--- src/rtl/conv3x3_mac.sv ---
// conv3x3_mac: 3-stage 3x3 signed-weight convolution with bias, shift and 0..255 clamp,
// flagging only windows fully inside the image and the last output of each frame.
module conv3x3_mac #(
    parameter int MAX_WIDTH  = 128,
    parameter int MAX_HEIGHT = 128
) (
    input  logic        clk,
    input  logic        rst_n,
    input  logic [7:0]  stage_width,
    input  logic [7:0]  stage_height,
    input  logic        frame_start,
    input  logic        pixel_valid,
    input  logic [7:0]  win1,
    input  logic [7:0]  win2,
    input  logic [7:0]  win3,
    input  logic [7:0]  win4,
    input  logic [7:0]  win5,
    input  logic [7:0]  win6,
    input  logic [7:0]  win7,
    input  logic [7:0]  win8,
    input  logic [7:0]  win9,
    input  logic        wt_we,
    input  logic [3:0]  wt_addr,
    input  logic [15:0] wt_data,
    input  logic [3:0]  shift,
    output logic [7:0]  pix_out,
    output logic        pix_out_valid,
    output logic        pix_out_last
);
    localparam int CW = $clog2(MAX_WIDTH);
    localparam int RW = $clog2(MAX_HEIGHT);

    logic [CW-1:0]      r_col, w_col;
    logic [RW-1:0]      r_row, w_row;
    logic               w_col_end, w_row_end, w_win_ok, w_win_last;
    logic signed [7:0]  r_wt [9];
    logic signed [15:0] r_bias;
    logic [7:0]         w_win [9];
    logic signed [16:0] w_prod [9];
    logic signed [16:0] r_prod [9];
    logic signed [21:0] w_sum, r_sum, w_y;
    logic [7:0]         w_clamp;
    logic               r_v1, r_l1, r_v2, r_l2;

    // frame_start marks the current beat as (0,0), so it overrides the stored position
    always_comb begin
        w_col      = frame_start ? '0 : r_col;
        w_row      = frame_start ? '0 : r_row;
        w_col_end  = 32'(w_col) == 32'(stage_width) - 32'd1;
        w_row_end  = 32'(w_row) == 32'(stage_height) - 32'd1;
        w_win_ok   = pixel_valid && stage_width >= 8'd3 && stage_height >= 8'd3 &&
                     32'(w_col) >= 32'd2 && 32'(w_row) >= 32'd2;
        w_win_last = w_win_ok && w_col_end && w_row_end;
    end

    always_ff @(posedge clk or negedge rst_n) begin
        if (!rst_n) begin
            r_col <= '0;
            r_row <= '0;
        end else if (pixel_valid) begin
            r_col <= w_col_end ? '0 : w_col + CW'(1);
            r_row <= w_col_end ? (w_row_end ? '0 : w_row + RW'(1)) : w_row;
        end else if (frame_start) begin
            r_col <= '0;
            r_row <= '0;
        end
    end

    always_ff @(posedge clk or negedge rst_n) begin
        if (!rst_n) begin
            for (int k = 0; k < 9; k++) r_wt[k] <= '0;
            r_bias <= '0;
        end else if (wt_we) begin
            for (int k = 0; k < 9; k++)
                if (wt_addr == 4'(k)) r_wt[k] <= wt_data[7:0];
            if (wt_addr == 4'd9) r_bias <= wt_data;
        end
    end

    always_comb begin
        w_win = '{win1, win2, win3, win4, win5, win6, win7, win8, win9};
        for (int k = 0; k < 9; k++)
            w_prod[k] = 17'(signed'({1'b0, w_win[k]})) * 17'(r_wt[k]);
    end

    always_comb begin
        w_sum = 22'(r_bias);
        for (int k = 0; k < 9; k++) w_sum = w_sum + 22'(r_prod[k]);
    end

    always_comb begin
        w_y     = r_sum >>> shift;
        w_clamp = w_y < 22'sd0 ? 8'd0 : w_y > 22'sd255 ? 8'd255 : w_y[7:0];
    end

    always_ff @(posedge clk or negedge rst_n) begin
        if (!rst_n) begin
            for (int k = 0; k < 9; k++) r_prod[k] <= '0;
            r_sum         <= '0;
            r_v1          <= 1'b0;
            r_l1          <= 1'b0;
            r_v2          <= 1'b0;
            r_l2          <= 1'b0;
            pix_out       <= '0;
            pix_out_valid <= 1'b0;
            pix_out_last  <= 1'b0;
        end else begin
            for (int k = 0; k < 9; k++) r_prod[k] <= w_prod[k];
            r_sum         <= w_sum;
            r_v1          <= w_win_ok;
            r_l1          <= w_win_last;
            r_v2          <= r_v1;
            r_l2          <= r_l1;
            pix_out_valid <= r_v2;
            pix_out_last  <= r_v2 & r_l2;
            if (r_v2) pix_out <= w_clamp;
        end
    end
endmodule

--- config.mk ---
export PLATFORM = sky130hd
export DESIGN_NAME = conv3x3_mac
export DESIGN_NICKNAME = d
export VERILOG_FILES = /design/src/rtl/conv3x3_mac.sv
export SDC_FILE = /design/constraint.sdc
export NUM_CORES = 2
export LEC_CHECK = 0
export ABC_AREA = 1
export CAP_MARGIN = 5
export CORE_MARGIN = 2
export CORE_UTILIZATION = 64
export CTS_CLUSTER_DIAMETER = 200
export DETAILED_ROUTE_END_ITERATION = 10
export PLACE_DENSITY_LB_ADDON = 0.15
export SLEW_MARGIN = 20
export SYNTH_ARGS = -nofsm -noshare
export SYNTH_HDL_FRONTEND = slang
export SYNTH_SLANG_ARGS = --single-unit
--- constraint.sdc ---
create_clock -name clk -period 6.08 [get_ports clk]
set_input_delay 1.216 -clock clk [delete_from_list [all_inputs] [get_ports clk]]
set_output_delay 1.216 -clock clk [all_outputs]
set_load 0.02 [all_outputs]
==> impl_metrics.yaml <==
outcome:
  outcome: "finished clean"
placed_design:
  pre_cts_ws_ps: 441
  io_buffers: 126
  gp_congestion: 0.946
  dp_hpwl_microns: 66100
  dp_cells: 4874
run:
  drv_cap: 0
setup_path:
  required_ps: 6540
  worstSetupStartpointType: "input pin"
  critPathKind: "in2reg"
  critPathLaunch: "win1[0]"
  cpMaxStageDelayCell: "clkdlybuf4s50_1"
  cp.depth: 15
  critPathCaptureType: "flip-flop"
  cp_max_fo: 8
  critPathMaxStageDelay_ps: 550
  worstPathArrival_ps: 5590
  cp_top_family: "adder cells"
  worstPathCellList: "clkdlybuf4s50_1 > or2_2 > fa_1 > fa_1 > inv_1 > fa_1 > inv_1 > fa_1 > inv_1 > ha_1 > nand2_1 > o21ai_0 > a31oi_1 > o21ai_0 > xor2_1"
  worstRegToRegCells: 16
  critPathMostFrequentCell: "fa_1"
  rr_startpoint: "r_prod[101]"
  worst-path-buf-inv: 4
drt:
  dr.pass1.iters: 5
  wl_per_cell_microns: 16.3
  drt_iter0_markers: 1633
  drc_errors: 0
  vias: 25918
  ant_nets: 0
  finalWirelength_microns: 80600
  vias_per_cell: 5.25
global_routing:
  grt_remaining_overflow: 0
  grt_max_degree: 139
  first_global_vias: 26043
  grt_usage_pct: 30.1
  grt_pass1_wl_microns: 135000
  antenna_found_initial: 2
synth:
  syn_area_per_cell_sq_um: 8.37
  synthesis.area_sq_um: 35200
  post-synth-top-count-cell: "inv_1"
  synth_cell_types: 52
  synth_ff_type: "dfrtp_1"
  synth_top_area_share_pct: 26.9
  ys_warn_count: 0
  syn_nets: 5217
  async_flop_share_pct: 100
  synth_cells: 4206
  netlist.top_cell.by_area: "fa_1"
  synth_edf_count: 0
  yosys-top-cells-count: "inv_1, nand2_1, fa_1"
  yosysSeqAreaShare_pct: 20.7
  synth-seq-cells: 291
  synthTopCellsByArea: "fa_1, dfrtp_1, ha_1, inv_1, nand2_1"
cts:
  cts_root_buf: "clkbuf_16"
  insertion_delay_ps: 570
  cts_inserted_buffers: 36
  cts_sinks: 291
  cts_resized: 0
  cts_tree: "yes"
  post_cts_buffers: 0
  clk_pin_slew_worst_paths_ps: 60
  cts_hold_buf: 0
  htreeDepth: 2
  clk_path_buf_depth: 3
timing:
  fin_tns_setup_ps: 0
  slew_headroom_pct: 26.1
  fin_ws_ps: 949
  fin_crit_ps: 5130
  finalCritPeriodShare_pct: 84.4
  fin_skew_ps: 32.1
  rsz0062_at_grt: "no"
  worst_pin_slew_ps: 1110
  fmax_mhz: 195
  drv_slew: 0
  setup_viol: 0
  hold_viol: 0
floorplan:
  die_y_microns: 239
  ios: 127
  die_w_microns: 239
  rows: 85
  core_sq_um: 54100
  die_area_sq_um: 56900
  start_util_pct: 65.1
layout:
  seqCellArea_sq_um: 7280
  final_nets: 5227
  fin_cells: 4936
  drive_gt1_share_pct: 3.61
  diodes: 0
  utilization_pct: 70.2
  fillCellCount: 4308
  multiInputGateArea_sq_um: 23300
  area_growth_pct: 7.87
hold_path:
  hold_path_class: "reg2reg"
  min_from: "r_l1"
  min_path_cells: 0
## layer usage
layer | share of wire [%] | track usage, %
met1 | 44 | 42.3
met2 | 47 | 49.0
met3 | 5.2 | 3.90
met4 | 3.4 | 9.28
met5 | 0 | 0
## layout make-up
cell class,instances,area share (%)
flip-flops and latches,291,19.2
multi-input cells,2688,61.3
clock buffers,45,2.62
clock inverters,17,0.517
inverters,1065,10.5
well taps,696,2.29
repair buffers,134,3.52
## final timing paths
kind                          endpoint  slack (ps)
setup / recovery           r_prod[150]         950
hold / removal                    r_l2         350
setup reg to reg             r_sum[21]        1020
hold reg to reg                   r_l2         350
max in group asynchronous   r_prod[66]        4160
min in group asynchronous   pix_out[0]         700
## flip-flops by register name, indices dropped and copies added (netlist names)
signal / flops
r_v2: 1
r_row: 7
pix_out: 8
r_v1: 1
r_l2: 1
r_wt: 72
pix_out_valid: 1
r_bias: 16
r_col: 7
r_prod: 153
r_sum: 22
pix_out_last: 1
r_l1: 1
## cells by family after synthesis
| family | after synthesis | synth area share [%] |
|---|---|---|
| flip-flops | 291 | 20.7 |
| AND/OR/NAND/NOR | 1276 | 14.9 |
| multiplexers | 2 | 0.0604 |
| buffers and inverters | 1227 | 13.2 |
| XOR/XNOR | 137 | 3.41 |
| adder cells (fa/ha/maj) | 894 | 41.9 |
| AO/OA/AOI/OAI | 379 | 5.89 |
## placed cells by master (no fill, tap or decap), drive strengths merged
cell type / count
a211oi: 2
a21o: 11
a21oi: 155
a221oi: 1
a31o: 1
a31oi: 11
and2: 1
buf: 9
bufinv: 3
clkbuf: 45
clkdlybuf4s50: 125
clkinv: 16
clkinvlp: 1
dfrtp: 291
fa: 474
ha: 420
inv: 1062
mux2: 1
mux2i: 1
nand2: 945
nand2b: 1
nand3: 76
nand3b: 2
nand4: 30
nor2: 137
nor3: 16
nor3b: 2
nor4: 8
o2111ai: 15
o211ai: 13
o21a: 2
o21ai: 161
o21bai: 4
o221ai: 1
o31ai: 2
or2: 57
or3b: 1
xnor2: 51
xor2: 86
## through the flow
| stage | hold WS [ps] | area [sq um] |
|---|---|---|
| global route | 353 | 38000 |
| detailed placement | 336 | 36800 |
| finish | 347 | 38000 |
| floorplan | 331 | 35200 |
| CTS | 348 | 38000 |
| global placement | 335 | 36800 |
Power is not shown: default switching activity piles up to over one toggle a cycle in this logic, so the estimate is an artifact.
